<file path="src/rtl/mux_rr_arbiter_pkg.sv">
// Shared types and constants for the round-robin multiplexer arbiter.
package mux_rr_arbiter_pkg;

   localparam int unsigned NUM_REQ = 4;
   localparam int unsigned SEL_W   = 2;

   typedef enum logic {
      ST_IDLE  = 1'b0,
      ST_GRANT = 1'b1
   } arb_state_e;

   // One-hot decode of a requester index.
   function automatic logic [NUM_REQ-1:0] onehot(input logic [SEL_W-1:0] idx);
      onehot = NUM_REQ'(1) << idx;
   endfunction

endpackage

</file>
<file path="src/rtl/mux_rr_arbiter_if.sv">
// Request/data/grant bundle between requesters and the arbiter.
interface mux_rr_arbiter_if;
   import mux_rr_arbiter_pkg::*;

   logic [NUM_REQ-1:0] req;
   logic [NUM_REQ-1:0] d;
   logic [NUM_REQ-1:0] grant;
   logic [SEL_W-1:0]   sel;
   logic               valid;
   logic               out;

   modport master (
      output req,
      output d,
      input  grant,
      input  sel,
      input  valid,
      input  out
   );

   modport slave (
      input  req,
      input  d,
      output grant,
      output sel,
      output valid,
      output out
   );

endinterface

</file>
<file path="src/rtl/mux_rr_arbiter_mux4.sv">
// Behavioral 4:1 one-bit multiplexer; a2:a1 selects i1..i4.
module mux_rr_arbiter_mux4 (
   output logic out,
   input  logic a1,
   input  logic a2,
   input  logic i1,
   input  logic i2,
   input  logic i3,
   input  logic i4
);

   always_comb begin
      out = 1'b0;
      case ({a2, a1})
         2'b00:   out = i1;
         2'b01:   out = i2;
         2'b10:   out = i3;
         default: out = i4;
      endcase
   end

endmodule

</file>
<file path="src/rtl/mux_rr_arbiter.sv">
// Round-robin arbiter owning the 4:1 mux select; holds a grant while requested,
// bounded by MAX_HOLD consecutive cycles when another requester is waiting.
module mux_rr_arbiter
   import mux_rr_arbiter_pkg::*;
#(
   parameter int unsigned MAX_HOLD = 4
) (
   input logic             clk,
   input logic             reset_n,
   mux_rr_arbiter_if.slave bus
);

   localparam int unsigned      CNT_W   = (MAX_HOLD > 1) ? $clog2(MAX_HOLD) : 1;
   localparam logic [CNT_W-1:0] CNT_MAX = CNT_W'(MAX_HOLD - 1);

   // First requesting index searching p, p+1, p+2, p+3 (mod 4).
   function automatic logic [SEL_W-1:0] pick(input logic [SEL_W-1:0]   p,
                                             input logic [NUM_REQ-1:0] r);
      logic [SEL_W-1:0] idx;
      pick = p;
      for (int i = NUM_REQ - 1; i >= 0; i--) begin
         idx = p + SEL_W'(i);
         if (r[idx]) pick = idx;
      end
   endfunction

   arb_state_e         state_q, state_nxt;
   logic [SEL_W-1:0]   ptr_q, ptr_nxt;
   logic [SEL_W-1:0]   own_q, own_nxt;
   logic [CNT_W-1:0]   cnt_q, cnt_nxt;
   logic [NUM_REQ-1:0] grant_q, grant_nxt;
   logic               valid_q, valid_nxt;
   logic               others;
   logic               release_c;
   logic [SEL_W-1:0]   next_own;
   logic               mux_y;

   assign others = |(bus.req & ~onehot(own_q));

   always_ff @(posedge clk or negedge reset_n) begin
      if (!reset_n) begin
         state_q <= ST_IDLE;
         ptr_q   <= '0;
         own_q   <= '0;
         cnt_q   <= '0;
         grant_q <= '0;
         valid_q <= 1'b0;
      end else begin
         state_q <= state_nxt;
         ptr_q   <= ptr_nxt;
         own_q   <= own_nxt;
         cnt_q   <= cnt_nxt;
         grant_q <= grant_nxt;
         valid_q <= valid_nxt;
      end
   end

   always_comb begin
      state_nxt = state_q;
      ptr_nxt   = ptr_q;
      own_nxt   = own_q;
      cnt_nxt   = cnt_q;
      grant_nxt = grant_q;
      valid_nxt = valid_q;
      release_c = 1'b0;
      next_own  = '0;

      case (state_q)
         ST_IDLE: begin
            if (|bus.req) begin
               next_own  = pick(ptr_q, bus.req);
               own_nxt   = next_own;
               grant_nxt = onehot(next_own);
               valid_nxt = 1'b1;
               cnt_nxt   = '0;
               state_nxt = ST_GRANT;
            end
         end
         ST_GRANT: begin
            release_c = !bus.req[own_q] || ((cnt_q == CNT_MAX) && others);
            if (release_c) begin
               ptr_nxt = own_q + SEL_W'(1);
               if (others) begin
                  // Search starts past the owner, so a forced release never re-grants it.
                  next_own  = pick(own_q + SEL_W'(1), bus.req);
                  own_nxt   = next_own;
                  grant_nxt = onehot(next_own);
                  cnt_nxt   = '0;
               end else begin
                  grant_nxt = '0;
                  valid_nxt = 1'b0;
                  state_nxt = ST_IDLE;
               end
            end else if (cnt_q != CNT_MAX) begin
               cnt_nxt = cnt_q + CNT_W'(1);
            end
         end
         default: state_nxt = ST_IDLE;
      endcase
   end

   mux_rr_arbiter_mux4 u_mux (
      .out (mux_y),
      .a1  (own_q[0]),
      .a2  (own_q[1]),
      .i1  (bus.d[0]),
      .i2  (bus.d[1]),
      .i3  (bus.d[2]),
      .i4  (bus.d[3])
   );

   assign bus.grant = grant_q;
   assign bus.sel   = own_q;
   assign bus.valid = valid_q;
   assign bus.out   = valid_q & mux_y;

endmodule
</file>
<file path="src/flat_wrapper.sv">
// flat-port wrapper written by rule: the top's interface ports become plain ports
module mux_rr_arbiter_flat import mux_rr_arbiter_pkg::*;
#(
   parameter int unsigned MAX_HOLD = 4
)
  (clk, reset_n, bus_req, bus_d, bus_grant, bus_sel, bus_valid, bus_out);
  mux_rr_arbiter_if bus_i ();
  input logic clk;
  input logic reset_n;
  input wire logic [$bits(bus_i.req)-1:0] bus_req;
  input wire logic [$bits(bus_i.d)-1:0] bus_d;
  output wire logic [$bits(bus_i.grant)-1:0] bus_grant;
  output wire logic [$bits(bus_i.sel)-1:0] bus_sel;
  output wire logic [$bits(bus_i.valid)-1:0] bus_valid;
  output wire logic [$bits(bus_i.out)-1:0] bus_out;
  assign bus_i.req = bus_req;
  assign bus_i.d = bus_d;
  assign bus_grant = bus_i.grant;
  assign bus_sel = bus_i.sel;
  assign bus_valid = bus_i.valid;
  assign bus_out = bus_i.out;
  mux_rr_arbiter #(.MAX_HOLD(MAX_HOLD)) u_core (.clk(clk), .reset_n(reset_n), .bus(bus_i));
endmodule
</file>
<file path="config.mk">
export PLATFORM = sky130hd
export DESIGN_NAME = mux_rr_arbiter_flat
export DESIGN_NICKNAME = d
export VERILOG_FILES = /design/src/rtl/mux_rr_arbiter_pkg.sv /design/src/rtl/mux_rr_arbiter_if.sv /design/src/rtl/mux_rr_arbiter_mux4.sv /design/src/rtl/mux_rr_arbiter.sv /design/src/flat_wrapper.sv
export SDC_FILE = /design/constraint.sdc
export NUM_CORES = 1
export LEC_CHECK = 0
export CORE_AREA = 2 2 42 51
export CTS_CLUSTER_DIAMETER = 100
export CTS_CLUSTER_SIZE = 20
export DETAILED_ROUTE_END_ITERATION = 16
export DIE_AREA = 0 0 44 53
export GPL_TIMING_DRIVEN = 1
export PLACE_DENSITY = 0.9
export SLEW_MARGIN = 20
export SYNTH_ARGS = -nofsm -noshare
export SYNTH_HDL_FRONTEND = slang
export SYNTH_HIERARCHICAL = 1
export SYNTH_SLANG_ARGS = --single-unit
</file>
<file path="constraint.sdc">
create_clock -name clk -period 4.1 [get_ports clk]
set_clock_uncertainty 0.2 [all_clocks]
set_input_delay 1.025 -clock clk [delete_from_list [all_inputs] [get_ports clk]]
set_output_delay 1.025 -clock clk [all_outputs]
set_load 0.1 [all_outputs]
</file>
==> flow_metrics.env, run 1 <==
export IMPL_place_hpwl_um=1620
export IMPL_syn_nets=116
export IMPL_start_util_pct=52.9
export IMPL_end_kind="output pin"
export IMPL_antenna_diode_count=0
export IMPL_tns_ps=0
export IMPL_relSlewSlack_pct=35.5
export IMPL_synth_common_cells="dfrtp_1, nand2b_1"
export IMPL_crit_fanout=1
export IMPL_overflow=0
export IMPL_nNetsFinal=135
export IMPL_layout_drive_gt1_share_pct=11.0
export IMPL_design_area_sq_mm=0.00116
export IMPL_via_per_inst=6.25
export IMPL_grt_setup_unrepaired="no"
export IMPL_worst_pin_slew_ps=964
export IMPL_track_usage_pct=21.1
export IMPL_synth_top_cell_by_area="dfrtp_1"
export IMPL_drt_met1_wl_um=933
export IMPL_clk_latency_ps=270
export IMPL_met2WireLength_um=1120
export IMPL_synth_area_leaders="dfrtp_1, ha_1, nand2b_1, mux4_2, nor2b_1"
export IMPL_cts_sinks=12
export IMPL_fp_dieH_um=53
export IMPL_cts_root_buffer="clkbuf_4"
export IMPL_path_cells="clkdlybuf4s50_1, mux4_2, and2_1, buf_12"
export IMPL_run_status="completed"
export IMPL_postSynthCellCount=101
export IMPL_vias=856
export IMPL_die_width_um=44
export IMPL_critical_path_top_delay_family="buffers and inverters"
export IMPL_critPathRequiredTime_ps=2870
export IMPL_hold_viol=0
export IMPL_place_area_sq_mm=0.00114
export IMPL_ctsHoldBuffers=0
export IMPL_place_gp_congestion=0.948
export IMPL_synthDominantCellAreaShare_pct=31.0
export IMPL_yosys_warnings=6
export IMPL_synthArstFlopShare_pct=100
export IMPL_hold_class="reg -> reg"
export IMPL_fillCellCount=159
export IMPL_htreeDepth=1
export IMPL_die_area_sq_mm=0.00233
export IMPL_post_cts_buffers=0
export IMPL_coreArea_sq_mm=0.00183
export IMPL_period_share_pct=84.3
export IMPL_path_clk_slew_ps=60
export IMPL_grt_pass1_vias=798
export IMPL_critPathKind="in -> out"
export IMPL_antenna_found_initial=0
export IMPL_seq_area_frac_synth_pct=31.0
export IMPL_synth_cell_type_count=45
export IMPL_synthFlopType="dfrtp_1"
export IMPL_ant_nets=0
export IMPL_ys_ff_latch=12
export IMPL_wl_met3_um=104
export IMPL_finalHoldWorstSlack_ps=302
export IMPL_start_kind="primary input"
export IMPL_arrival_ps=2230
export IMPL_drt_iter0_markers=16
export IMPL_finalMaxSlewViolations=0
export IMPL_cts_buffers=3
export IMPL_grt_pass1_wl_um=3590
export IMPL_dr_max_layer_used="met4"
export IMPL_max_stage_delay_ps=460
export IMPL_area_growth_syn_to_layout_pct=20.4
export IMPL_maxCapViolations=0
export IMPL_grt_max_degree=13
export IMPL_io_buffers=17
export IMPL_netlist_area_sq_um=967
export IMPL_wl_um=2170
export IMPL_cts_resized=0
export IMPL_yosysMostFrequentCell="dfrtp_1"
export IMPL_finalCriticalPeriod_ps=3460
export IMPL_wl_per_cell_um=15.8
export IMPL_drc_errors=0
export IMPL_crit_buf_inv=2
export IMPL_cts_tree="built"
export IMPL_ios=18
export IMPL_synth_edff_count=0
export IMPL_clock_fmax_mhz=289
export IMPL_firstDrtPassIters=4
export IMPL_setup_viol=0
export IMPL_crit_slowest_cell="mux4_2"
export IMPL_clock_tree_buffer_depth=2
export IMPL_syn_area_per_cell_sq_um=9.58
export IMPL_placementRows=17
-- cells in the final DEF (no fill, tap or decap), types with 4 or more instances in the layout --
master           Yosys  layout
dfrtp_1             12      12
clkdlybuf4s50_1      0      15
a21oi_1              4       4
ha_1                 5       5
nand3_1              5       5
nor2_1               4       4
and2_1               4       4
nand2b_1             8       8
inv_1                4       4
nand2_1              5       5
nor2b_1              5       5
-- final cells by class --
cell class              instances  area [sq um]  share of cell area [%]
multi-input cells              82           626                    53.7
flip-flops and latches         12           300                    25.8
repair buffers                 17           178                    15.3
well taps                      19          23.8                    2.04
clock buffers                   3          22.5                    1.93
inverters                       4          15.0                    1.29
-- per-layer routing --
layer  vias to the layer above  GRT usage (%)
met5                         -              0
met4                         0           5.56
met3                         2           6.48
met2                        22           38.7
met1                       416           23.2
li1                        416              -
-- cell families (layout without fill, tap and decap cells) --
family / after synthesis / in the layout / synth area share, %
buffers and inverters: 7 / 24 / 4.27
flip-flops: 12 / 12 / 31.0
AND/OR/NAND/NOR: 40 / 40 / 24.3
adder cells (fa/ha/maj): 5 / 5 / 6.47
AO/OA/AOI/OAI: 33 / 33 / 26.5
multiplexers: 4 / 4 / 7.37
-- sequential cells by signal, indices dropped and copies added, names as in the netlist --
signal and flops:
u_core/bus.valid 1, u_core/state_q 1, u_core/cnt_q 2, u_core/bus.grant 4, u_core/bus.sel 2, u_core/ptr_q 2
-- path summary, 6_finish.rpt --
check / from / endpoint / slack (ps) / depth (start not counted)
setup / recovery: bus_d[3] / bus_out / 640 / 4
hold / removal: u_core/bus.grant[1] / u_core/bus.grant[1] / 300 / 1
setup reg to reg: u_core/bus.sel[0] / u_core/ptr_q[1] / 1550 / 6
hold reg to reg: u_core/bus.grant[1] / u_core/bus.grant[1] / 300 / 1
max in group asynchronous: reset_n / u_core/bus.grant[2] / 2430 / 1
min in group asynchronous: reset_n / u_core/bus.sel[1] / 910 / 1
-- through the flow --
stage / std cells / worst slack, ps / utilization, %
after CTS: 137 / 632 / 63.7
final: 137 / 642 / 63.7
after global routing: 137 / 610 / 63.7
after detailed placement: 134 / 640 / 62.4
after floorplan: 101 / 778 / -
after global placement: 134 / 659 / 62.4
Power of run 1 is left out: the tool's default activity adds up to more than one toggle a clock period on the data nets, which glitch-free logic cannot reach.
==> run 2: changes to the inputs <==
- CORE_AREA: 2 2 42 51 -> 2 2 45 56
- DIE_AREA: 0 0 44 53 -> 0 0 47 58
- PLACE_DENSITY: 0.9 -> 0.82
- clock period: 4.1 -> 3.1 ns (I/O delays scaled with it)
==> run 2 against run 1 <==
Against the previous run:
- register-to-register slack got worse by 980 ps
- cell count rose by 12%
- routed wire length rose by 4.0%
- flip-flop and latch count did not move
- critical path depth did not move
- global-route usage fell by 1.7 points
- hold slack improved by 4.2 ps
- first-iteration DRC count rose by 69%
- sequential share of layout area fell by 0.78 points
- via count rose by 6.8%
- critical path type unchanged
==> flow_metrics.env, run 2 (synthesized netlist as in run 1, its figures left out) <==
export IMPL_io_buffers=17
export IMPL_placementRows=19
export IMPL_post_cts_buffers=0
export IMPL_grt_max_degree=13
export IMPL_clock_tree_buffer_depth=2
export IMPL_regToRegEndpoint="u_core/bus.grant[0]"
export IMPL_finalCriticalPeriod_ps=2960
export IMPL_finalHoldWorstSlack_ps=306
export IMPL_antenna_found_initial=0
export IMPL_drt_iter0_markers=27
export IMPL_overflow=0
export IMPL_htreeDepth=1
export IMPL_cts_buffers=3
export IMPL_cts_sinks=12
export IMPL_grt_setup_unrepaired="no"
export IMPL_cts_tree="built"
export IMPL_r2r_cells=7
export IMPL_arrival_ps=1980
export IMPL_setup_viol=0
export IMPL_ctsHoldBuffers=0
export IMPL_start_kind="primary input"
export IMPL_via_per_inst=5.97
export IMPL_setup_worst_path_end="bus_out"
export IMPL_antenna_diode_count=0
export IMPL_hold_class="reg -> reg"
export IMPL_ant_nets=0
export IMPL_reg2reg_slack_ps=570
export IMPL_maxCapViolations=0
export IMPL_crit_fanout=1
export IMPL_largest_reg_flops=4
export IMPL_finalMaxSlewViolations=0
export IMPL_place_hpwl_um=1700
export IMPL_area_growth_syn_to_layout_pct=24.2
export IMPL_die_area_sq_mm=0.00273
export IMPL_fp_dieH_um=58
export IMPL_die_width_um=47
export IMPL_nNetsFinal=138
export IMPL_wl_per_cell_um=14.7
export IMPL_critPathLaunch="bus_d[3]"
export IMPL_grt_pass1_wl_um=3830
export IMPL_reg2reg_from="u_core/bus.sel[0]"
export IMPL_grt_pass1_vias=918
export IMPL_tns_ps=0
export IMPL_place_area_sq_mm=0.00116
export IMPL_vias=914
export IMPL_layout_commonest_cell="dfrtp_1"
export IMPL_path_clk_slew_ps=80
export IMPL_period_share_pct=95.4
export IMPL_firstDrtPassIters=4
export IMPL_ios=18
export IMPL_relSlewSlack_pct=62.7
export IMPL_preCtsSetupSlack_ps=136
export IMPL_worst_pin_slew_ps=558
export IMPL_track_usage_pct=19.4
export IMPL_clk_latency_ps=290
export IMPL_clock_fmax_mhz=338
export IMPL_start_util_pct=44.2
export IMPL_critPathKind="in -> out"
export IMPL_wl_um=2250
export IMPL_most_common_layout_cells="dfrtp_1, buf_4, clkdlybuf4s50_1"
export IMPL_end_kind="output pin"
export IMPL_setup_ws_ps=143
export IMPL_cts_root_buffer="clkbuf_4"
export IMPL_critPathRequiredTime_ps=2120
export IMPL_place_gp_congestion=0.903
export IMPL_coreArea_sq_mm=0.00219
export IMPL_cts_resized=0
export IMPL_hold_viol=0
export IMPL_design_area_sq_mm=0.00120
export IMPL_run_status="completed"
export IMPL_drc_errors=0
export IMPL_layout_drive_gt1_share_pct=18.9
==> run 2: cell count changes in the layout (fill, tap and decap cells not counted) <==
| cell | previous run | this run |
|---|---|---|
| clkdlybuf4s50_1 | 15 | 9 |
| clkbuf_8 | 0 | 1 |
| buf_4 | 1 | 10 |
==> run 2: worst min-delay path by stage <==
stage	startpoint	to	slack (ps)	cells after the start
finish	u_core/bus.grant[1]	u_core/bus.grant[1]	310	1
global route	u_core/bus.grant[1]	u_core/bus.grant[1]	330	1
CTS	u_core/bus.grant[1]	u_core/bus.grant[1]	310	1
detailed placement	u_core/bus.grant[1]	u_core/bus.grant[1]	290	1
global placement	u_core/bus.grant[1]	u_core/bus.grant[1]	280	1
floorplan	reset_n	u_core/bus.grant[0]	280	0
==> run 2: layout make-up <==
class | instances | area (sq um)
multi-input combinational | 82 | 626
tap | 31 | 38.8
clock buffer | 4 | 36.3
sequential | 12 | 300
fill | 211 | 986
inverter | 4 | 15.0
timing repair buffer | 20 | 185
==> run 2: per-stage QoR <==
step	utilization, %	cells
finish	54.9	153
global route	54.9	153
CTS	54.9	153
detailed placement	53.3	149
global placement	53.3	149
floorplan	-	101
==> run 2: metal layers <==
layer	GRT usage (%)	vias to the layer above	share of wire (%)
met5	0	-	0
met4	12.3	0	4.2
met3	2.80	11	5.0
met2	31.7	38	50
met1	22.8	440	40
li1	-	425	-
==> run 2: critical path, cell delays in order <==
cell             delay (ps)
clkdlybuf4s50_1         400
mux4_2                  460
and2_1                  170
buf_12                  170
Power of run 2 is left out for the same reason.
